[config.mk]
export PLATFORM = sky130hd
export DESIGN_NAME = touch_ctrl_grid
export DESIGN_NICKNAME = d
export VERILOG_FILES = /design/src/rtl/touch_ctrl_grid.sv
export SDC_FILE = /design/constraint.sdc
export NUM_CORES = 1
export LEC_CHECK = 0
export BUFFER_PORTS_ARGS = -buffer_cell sky130_fd_sc_hd__buf_2
export CAP_MARGIN = 15
export CORE_AREA = 2 2 249 251
export CTS_BUF_LIST = sky130_fd_sc_hd__clkbuf_16
export DETAILED_ROUTE_END_ITERATION = 16
export DIE_AREA = 0 0 251 253
export REMOVE_ABC_BUFFERS = 1
export SLEW_MARGIN = 20
export SYNTH_ARGS = -nofsm -noshare
export SYNTH_HDL_FRONTEND = slang
export SYNTH_SLANG_ARGS = --single-unit
export TNS_END_PERCENT = 100
[constraint.sdc]
create_clock -name sys_clk -period 6.95 [get_ports sys_clk]
set_input_delay 0.695 -clock sys_clk [delete_from_list [all_inputs] [get_ports sys_clk]]
set_output_delay 0.695 -clock sys_clk [all_outputs]
set_load 0.1 [all_outputs]
[src/rtl/touch_ctrl_grid.sv]
// touch_ctrl_grid: debounced touch-panel decoder that turns raw coordinates into
// grid-cell taps and a slider value with auto-repeating -/+ buttons.
module touch_ctrl_grid #(
    parameter int CW        = 8,
    parameter int X_OFF     = 7,
    parameter int Y_OFF     = 7,
    parameter int CELL_W    = 19,
    parameter int CELL_H    = 8,
    parameter int COLS      = 12,
    parameter int ROWS      = 16,
    parameter int SL_Y0     = 155,
    parameter int SL_Y1     = 168,
    parameter int MINUS_X0  = 20,
    parameter int SL_X0     = 40,
    parameter int SL_X1     = 220,
    parameter int PLUS_X1   = 240,
    parameter int SLIDE_MAX = 127,
    parameter int DEB       = 3,
    parameter int DRAG_X    = 3,
    parameter int DRAG_Y    = 9,
    parameter int REP_DLY   = 8,
    parameter int REP_PER   = 2,
    localparam int COL_W    = (COLS > 1) ? $clog2(COLS) : 1,
    localparam int ROW_W    = (ROWS > 1) ? $clog2(ROWS) : 1
) (
    input  logic             sys_clk,
    input  logic             iRST_n,
    input  logic [CW-1:0]    x,
    input  logic [CW-1:0]    y,
    input  logic             new_coord_r,
    input  logic             penirq_n,
    input  logic             load_en,
    input  logic [7:0]       load_val,
    output logic             pen_down,
    output logic [COL_W-1:0] col,
    output logic [ROW_W-1:0] row,
    output logic             cell_hit,
    output logic             drag,
    output logic [7:0]       slide_val,
    output logic             write_slide,
    output logic [1:0]       fsm_state
);

    typedef enum logic [1:0] {
        S_IDLE     = 2'd0,
        S_DEBOUNCE = 2'd1,
        S_PRESSED  = 2'd2,
        S_RELEASE  = 2'd3
    } state_t;

    typedef enum logic [2:0] {
        R_NONE   = 3'd0,
        R_TEXT   = 3'd1,
        R_MINUS  = 3'd2,
        R_SLIDER = 3'd3,
        R_PLUS   = 3'd4
    } region_t;

    state_t           state;
    state_t           state_next;
    region_t          region_q;
    region_t          region_now;
    region_t          act_region;
    logic             pen_s1;
    logic             pen_s2;
    logic             pen;
    logic [CW-1:0]    hit_x;
    logic [CW-1:0]    hit_y;
    logic [7:0]       deb_cnt;
    logic [7:0]       rep_cnt;
    logic             rep_first;
    logic             deb_clr;
    logic             press_evt;
    logic             pressed_strobe;
    logic             release_evt;
    logic             rep_fire;
    logic             drag_now;
    logic             touch_upd;
    logic [7:0]       touch_val;
    logic [7:0]       load_clamped;
    logic [COL_W-1:0] tap_col;
    logic [ROW_W-1:0] tap_row;

    function automatic region_t region_of(input int px, input int py);
        region_t r;
        r = R_NONE;
        if (px >= X_OFF && py >= Y_OFF &&
            (px - X_OFF) / CELL_W < COLS && (py - Y_OFF) / CELL_H < ROWS) begin
            r = R_TEXT;
        end else if (py >= SL_Y0 && py <= SL_Y1) begin
            if (px >= MINUS_X0 && px < SL_X0)     r = R_MINUS;
            else if (px >= SL_X0 && px <= SL_X1)  r = R_SLIDER;
            else if (px > SL_X1 && px <= PLUS_X1) r = R_PLUS;
        end
        return r;
    endfunction

    function automatic int slider_of(input int px);
        int cx;
        cx = px;
        if (cx < SL_X0) cx = SL_X0;
        if (cx > SL_X1) cx = SL_X1;
        return ((cx - SL_X0) * SLIDE_MAX) / (SL_X1 - SL_X0);
    endfunction

    function automatic int absdiff(input int a, input int b);
        return (a >= b) ? (a - b) : (b - a);
    endfunction

    // penirq_n is asynchronous; idle level of the synchroniser is "pen up".
    always_ff @(posedge sys_clk or negedge iRST_n) begin
        if (!iRST_n) begin
            pen_s1 <= 1'b1;
            pen_s2 <= 1'b1;
        end else begin
            pen_s1 <= penirq_n;
            pen_s2 <= pen_s1;
        end
    end

    assign pen = ~pen_s2;

    always_ff @(posedge sys_clk or negedge iRST_n) begin
        if (!iRST_n) state <= S_IDLE;
        else         state <= state_next;
    end

    always_comb begin
        state_next     = state;
        deb_clr        = 1'b0;
        press_evt      = 1'b0;
        pressed_strobe = 1'b0;
        release_evt    = 1'b0;
        case (state)
            S_IDLE: begin
                if (pen) begin
                    deb_clr    = 1'b1;
                    state_next = S_DEBOUNCE;
                end
            end
            S_DEBOUNCE: begin
                if (!pen) begin
                    state_next = S_IDLE;
                end else if (new_coord_r && (int'(deb_cnt) + 1 >= DEB)) begin
                    press_evt  = 1'b1;
                    state_next = S_PRESSED;
                end
            end
            S_PRESSED: begin
                if (!pen) begin
                    release_evt = 1'b1;
                    state_next  = S_RELEASE;
                end else if (new_coord_r) begin
                    pressed_strobe = 1'b1;
                end
            end
            S_RELEASE: state_next = S_IDLE;
            default:   state_next = S_IDLE;
        endcase
    end

    assign fsm_state    = state;
    assign region_now   = region_of(int'(x), int'(y));
    // At the press the latched region is not yet valid, so classify live.
    assign act_region   = (state == S_DEBOUNCE) ? region_now : region_q;
    assign drag_now     = (absdiff(int'(x), int'(hit_x)) > DRAG_X) ||
                          (absdiff(int'(y), int'(hit_y)) > DRAG_Y);
    assign rep_fire     = pressed_strobe &&
                          (int'(rep_cnt) + 1 >= (rep_first ? REP_DLY : REP_PER));
    assign tap_col      = COL_W'((int'(hit_x) - X_OFF) / CELL_W);
    assign tap_row      = ROW_W'((int'(hit_y) - Y_OFF) / CELL_H);
    assign load_clamped = (int'(load_val) > SLIDE_MAX) ? 8'(SLIDE_MAX) : load_val;

    always_comb begin
        touch_upd = 1'b0;
        touch_val = slide_val;
        if (press_evt || pressed_strobe) begin
            case (act_region)
                R_SLIDER: begin
                    touch_upd = 1'b1;
                    touch_val = 8'(slider_of(int'(x)));
                end
                R_MINUS: begin
                    if (press_evt || rep_fire) begin
                        touch_upd = 1'b1;
                        touch_val = (slide_val == 8'd0) ? slide_val : slide_val - 8'd1;
                    end
                end
                R_PLUS: begin
                    if (press_evt || rep_fire) begin
                        touch_upd = 1'b1;
                        touch_val = (int'(slide_val) >= SLIDE_MAX) ? slide_val
                                                                    : slide_val + 8'd1;
                    end
                end
                default: ;
            endcase
        end
    end

    always_ff @(posedge sys_clk or negedge iRST_n) begin
        if (!iRST_n) begin
            hit_x       <= '0;
            hit_y       <= '0;
            region_q    <= R_NONE;
            deb_cnt     <= '0;
            rep_cnt     <= '0;
            rep_first   <= 1'b0;
            pen_down    <= 1'b0;
            drag        <= 1'b0;
            col         <= '0;
            row         <= '0;
            cell_hit    <= 1'b0;
            slide_val   <= '0;
            write_slide <= 1'b0;
        end else begin
            cell_hit    <= 1'b0;
            write_slide <= 1'b0;

            if (deb_clr) begin
                deb_cnt <= '0;
            end else if (state == S_DEBOUNCE && pen && new_coord_r) begin
                deb_cnt <= deb_cnt + 8'd1;
            end

            if (press_evt) begin
                hit_x     <= x;
                hit_y     <= y;
                region_q  <= region_now;
                pen_down  <= 1'b1;
                drag      <= 1'b0;
                rep_cnt   <= '0;
                rep_first <= 1'b1;
            end else if (pressed_strobe) begin
                if (drag_now) drag <= 1'b1;
                if (rep_fire) begin
                    rep_cnt   <= '0;
                    rep_first <= 1'b0;
                end else begin
                    rep_cnt <= rep_cnt + 8'd1;
                end
            end

            // Cell taps report on the cycle the FSM sits in RELEASE.
            if (release_evt) begin
                pen_down <= 1'b0;
                if (region_q == R_TEXT && !drag) begin
                    cell_hit <= 1'b1;
                    col      <= tap_col;
                    row      <= tap_row;
                end
            end

            if (load_en) begin
                slide_val <= load_clamped;
            end else if (touch_upd && touch_val != slide_val) begin
                slide_val   <= touch_val;
                write_slide <= 1'b1;
            end
        end
    end

endmodule

==> results of run 1 <==
## flip-flops by register name, indices dropped and copies added, names as in the netlist, 3 cells and up, named ones only
name	flops
deb_cnt	8
rep_cnt	8
slide_val	8
row	4
region_q	3
hit_x	8
hit_y	8
col	4
## placed cells by master (no fill, tap or decap), types with 68 or more instances in the layout
cell type / Yosys / layout
buf_4: 3 / 576
nand2_1: 192 / 183
nor2_1: 181 / 166
inv_1: 167 / 163
a21oi_1: 123 / 111
o21ai_0: 116 / 97
ha_1: 102 / 91
xnor2_1: 103 / 86
nand3_1: 75 / 69
fa_1: 71 / 68
## cell families (layout without fill, tap and decap cells)
family / Yosys count / count (layout) / share of synthesized area, %
AND/OR/NAND/NOR: 724 / 724 / 22.8
AO/OA/AOI/OAI: 669 / 670 / 31.5
buffers and inverters: 251 / 849 / 6.33
adder cells (fa/ha/maj): 177 / 177 / 17.4
XOR/XNOR: 155 / 155 / 9.45
flip-flops: 60 / 60 / 9.57
multiplexers: 41 / 41 / 2.86
other: 2 / 25 / 0.0478
## worst max-delay path, delay by kind of cell
| family | cells | cell delay, ps |
|---|---|---|
| AND/OR/NAND/NOR | 16 | 4010 |
| adder cells (fa/ha/maj) | 7 | 2630 |
| XOR/XNOR | 5 | 740 |
| multiplexers | 3 | 800 |
| AO/OA/AOI/OAI | 38 | 8020 |
| buffers and inverters | 20 | 2500 |
## stage by stage
stage	area (um2)	setup slack (ps)	std cells	hold WS, ps
after floorplan	15400	-13980	2018	345
after global placement	20700	-13310	3388	352
after detailed placement	20700	-13510	3388	348
after CTS	22400	-12060	3456	359
after global routing	23300	-13170	3490	363
final	23300	-12260	3491	359
## worst max path at each step
stage / startpoint / endpoint / slack [ps] / depth (start not counted)
2_1_floorplan: x[3] / slide_val[1]$_DFFE_PN0P_ / -13980 / 78
3_3_place_gp: x[3] / slide_val[1]$_DFFE_PN0P_ / -13310 / 86
3_5_place_dp: x[3] / slide_val[1]$_DFFE_PN0P_ / -13510 / 87
4_1_cts: x[6] / slide_val[1]$_DFFE_PN0P_ / -12060 / 90
5_1_grt: x[3] / slide_val[1]$_DFFE_PN0P_ / -13170 / 91
6_report: x[3] / slide_val[6]$_DFFE_PN0P_ / -12260 / 89
## cell type report
cell class                 instances  share of cell area (%)
clock buffer                       9                   0.965
clock inverter                     7                   0.456
antenna                            1                  0.0107
sequential                        60                    6.44
multi-input combinational       1791                    63.5
timing repair buffer             665                    21.7
tap                              790                    4.23
inverter                         168                    2.71
## metal layers
| metal | part of all wire, % | vias to the layer above | routed length [um] |
|---|---|---|---|
| met5 | 0 | - | 0 |
| met4 | 1.8 | 0 | 871 |
| met3 | 3.0 | 73 | 1440 |
| met2 | 49 | 340 | 23900 |
| met1 | 46 | 8250 | 22100 |
| li1 | - | 8829 | - |
## what timing repair did
item | 4_1_cts | 5_1_grt
gates cloned | 2 | 0
pin swaps | 107 | 90
resized for setup | 197 | 133
setup endpoints to repair | 9 | 9
buffers inserted | 51 | 36
==> impl_metrics.tcl, run 1 <==
set metrics [dict create \
    tns_ps -104430 \
    synth-main-ff-cell "dfrtp_1" \
    crit_path_start_kind "input pin" \
    synth_edf_count 0 \
    start_util_pct 25.8 \
    drt_wl_total_um 48300 \
    routabilityCongestion 0.915 \
    status "complete, but fails checks" \
    r2r-start "deb_cnt[0]$_DFFE_PN0P_" \
    hold_start "pen_s1$_DFF_PN1_" \
    synth_top_area_share_pct 9.23 \
    die_area_mm2 0.0635 \
    yosys_warnings 0 \
    finalSetupViolCount 9 \
    cts_max_level 3 \
    cp_max_fo 7 \
    synth_cells 2079 \
    slowest_stage "fa_2" \
    timing.final.crit_share_pct 276 \
    r2r_setup_slack_ps 1180 \
    grtUsageMet2_pct 26.7 \
    syn_area_per_cell_um2 7.56 \
    grt_overflow_total 0 \
    drcViolationCount 0 \
    cp.arrival_ps 19430 \
    r2r-end "slide_val[6]$_DFFE_PN0P_" \
    die_h_um 253 \
    track_usage_pct 14.7 \
    ys_top_cells_by_area "dfrtp_1 9.2%, fa_1 9.0%, ha_1 8.1%" \
    skew_ps 9.28 \
    die_w_um 251 \
    regArea_mm2 0.00150 \
    violations "setup timing" \
    post-synth-top-count-cell "nand2_1" \
    min_period_ps 19210 \
    max_stage_delay_ps 590 \
    grt_pass1_wl_um 81300 \
    routedWlPerCell_um 13.8 \
    grt-busiest-layer "met2" \
    final_util_pct 38.3 \
    clk_path_buf_depth 2 \
    routed_via_density 5.01 \
    grt_pass1_vias 17090 \
    synthToLayoutAreaGrowth_pct 48.5 \
    final_antenna_net_count 0 \
    clk_pin_slew_ps 50 \
    crit_required_ps 7170 \
    core_area_mm2 0.0610 \
    grt_max_degree 61 \
    antenna_found_initial 0 \
    whs_path_depth 0 \
    port_buffers 50 \
    whs_endpoint "pen_s2$_DFF_PN1_" \
    drv_slew 0 \
    setup_ws_ps -12260 \
    use_met3_pct 0.905 \
    drt-pass1-iter-count 7 \
    cts-root-buf "clkbuf_16" \
    grtUsageMet1_pct 19.2 \
    holdBufCountCts 0 \
    via_count 17492 \
    numCtsBuffers 9 \
    synth-seq-area-share_pct 9.57 \
    critPathMostFrequentCell "buf_6" \
    cts_sinks 60 \
    r2r_cells 23 \
    final_hold_viol_count 0 \
    max_freq_mhz 52.1 \
    grt_setup_unrepaired "yes" \
    synth_top_area_cell "dfrtp_1" \
    boundaryPins 51 \
    synth_cell_types 134 \
    drive_above_1_share_pct 37.6 \
    async_reset_ff_share_pct 100 \
    slew_headroom_pct 47.5 \
    tightest_slew_ps 787 \
    worstSetupPathType "in2reg" \
    maxCapViolations 0 \
    min-delay-path-class "reg2reg" \
    fill_cells 6182 \
    syn_area_mm2 0.0157 \
    synth_seq_cells 60 \
    cts_tree "built" \
    clk_latency_ps 330 \
    cp-end-kind "register" \
    nNetsFinal 2897 \
    drt_iter0_markers 894 \
    post-dp-hpwl_um 37600 \
    multi_input_area_mm2 0.0148 \
    synthTopCellsByCount "192 x nand2_1, 181 x nor2_1, 167 x inv_1, 123 x a21oi_1, 116 x o21ai_0" \
    row_count 91 \
]
Power of run 1 is not shown: default switching activity piles up to over one toggle a cycle in this logic, so the estimate is an artifact.
==> run 2: changes to the inputs <==
Settings changed: SKIP_LAST_GASP from default to 1.
==> impl_metrics.tcl, run 2 (same netlist as run 1, synthesis figures left out) <==
set metrics [dict create \
    timing.final.crit_share_pct 276 \
    antenna_cells 0 \
    r2r-start "deb_cnt[0]$_DFFE_PN0P_" \
    start_util_pct 25.8 \
    timing.hold.ws_ps 359 \
    via_count 17474 \
    drt_iter0_markers 886 \
    core_area_mm2 0.0610 \
    grt_overflow_total 0 \
    crit_path_start_kind "input pin" \
    clk_latency_ps 330 \
    whs_path_depth 0 \
    cp.arrival_ps 19430 \
    numCtsBuffers 9 \
    final_util_pct 37.8 \
    worstSetupPathType "in2reg" \
    tightest_slew_ps 783 \
    r2r-end "slide_val[6]$_DFFE_PN0P_" \
    place_area_mm2 0.0207 \
    max_stage_delay_ps 570 \
    cp-end-kind "register" \
    mostFrequentLayoutCells "576 x buf_4, 186 x nand2_1, 166 x nor2_1" \
    finalSetupViolCount 9 \
    port_buffers 50 \
    final_antenna_net_count 0 \
    post-dp-hpwl_um 37600 \
    grt_setup_unrepaired "yes" \
    antenna_found_initial 0 \
    crit_required_ps 7170 \
    drv_slew 0 \
    synthToLayoutAreaGrowth_pct 46.9 \
    min_period_ps 19210 \
    cts-root-buf "clkbuf_16" \
    routed_via_density 5.02 \
    drcViolationCount 0 \
    drive_above_1_share_pct 36.6 \
    max_freq_mhz 52.0 \
    final_common_cell "buf_4" \
    final_area_mm2 0.0231 \
    critPathMostFrequentCell "buf_4" \
    min-delay-path-class "reg2reg" \
    fill_cells 6210 \
    final_hold_viol_count 0 \
    holdBufCountCts 0 \
    die_area_mm2 0.0635 \
    skew_ps 10.0 \
    r2r_setup_slack_ps 1170 \
    cp_max_fo 6 \
    status "complete, but fails checks" \
    cts_max_level 3 \
    clk_pin_slew_ps 50 \
    grt_pass1_wl_um 81300 \
    whs_endpoint "pen_s2$_DFF_PN1_" \
    grt_pass1_vias 17099 \
    die_w_um 251 \
    violations "setup timing" \
    routabilityCongestion 0.915 \
    grt_max_degree 61 \
    cts_tree "built" \
    r2r_cells 23 \
    boundaryPins 51 \
    maxCapViolations 0 \
    hold_start "pen_s1$_DFF_PN1_" \
    nNetsFinal 2885 \
    setup_ws_ps -12260 \
    cts_sinks 60 \
    slew_headroom_pct 47.8 \
    slowest_stage "fa_1" \
    drt_wl_total_um 47700 \
    row_count 91 \
    track_usage_pct 14.7 \
    clk_path_buf_depth 2 \
    routedWlPerCell_um 13.7 \
    die_h_um 253 \
    drt-pass1-iter-count 6 \
]
[run 2: cell types whose count changed in the layout (fill, tap and decap cells not counted), sizes merged]
cell	previous run	this run
buf	665	653
diode	1	0
[run 2: worst max path at each step]
stage	from	end	slack, ps	depth (start not counted)
3_5_place_dp	x[3]	slide_val[1]$_DFFE_PN0P_	-13510	87
6_report	x[6]	slide_val[6]$_DFFE_PN0P_	-12260	92
4_1_cts	x[6]	slide_val[1]$_DFFE_PN0P_	-12060	90
3_3_place_gp	x[3]	slide_val[1]$_DFFE_PN0P_	-13310	86
2_1_floorplan	x[3]	slide_val[1]$_DFFE_PN0P_	-13980	78
5_1_grt	x[6]	slide_val[6]$_DFFE_PN0P_	-13260	95
[run 2: layer usage]
layer	GRT usage (%)	share of wire, %
met5	0	0
met3	0.905	2.9
met1	19.1	46
met2	26.7	49
met4	3.21	1.8
[run 2: worst max-delay path, delay by kind of cell]
kind                       cells  cell delay, ps
AOI/OAI and AO/OA             38            8320
and+or+nand+nor               17            3120
adders and majority gates      7            2610
muxes                          4            1090
xor gates and xnor gates       5             750
buffers and inverters         21            2800
[run 2: repair_timing]
item	in CTS	in global routing
buffers inserted	51	24
gates cloned	2	0
pin swaps	106	72
setup endpoints to repair	9	9
gates resized for setup	194	102
hold endpoints to repair	0	0
[run 2: area by class of cell]
class                           instances  area (um2)  share of cell area [%]
Multi-Input combinational cell       1791       14700                    63.7
Clock inverter                          7         106                   0.461
Inverter                              168         633                    2.74
Tap cell                              790         988                    4.28
Timing Repair Buffer                  653        4910                    21.3
Clock buffer                            9         225                   0.976
Sequential cell                        60        1500                    6.51
[run 2: per-stage QoR]
step                      cells  setup slack (ps)  setup TNS (ps)
after floorplan            2018            -13980         -119230
after global placement     3388            -13310         -113340
after detailed placement   3388            -13510         -114740
after CTS                  3456            -12060         -102640
after global routing       3478            -13260         -113300
final                      3478            -12260         -104480
Power of run 2 is left out for the same reason.
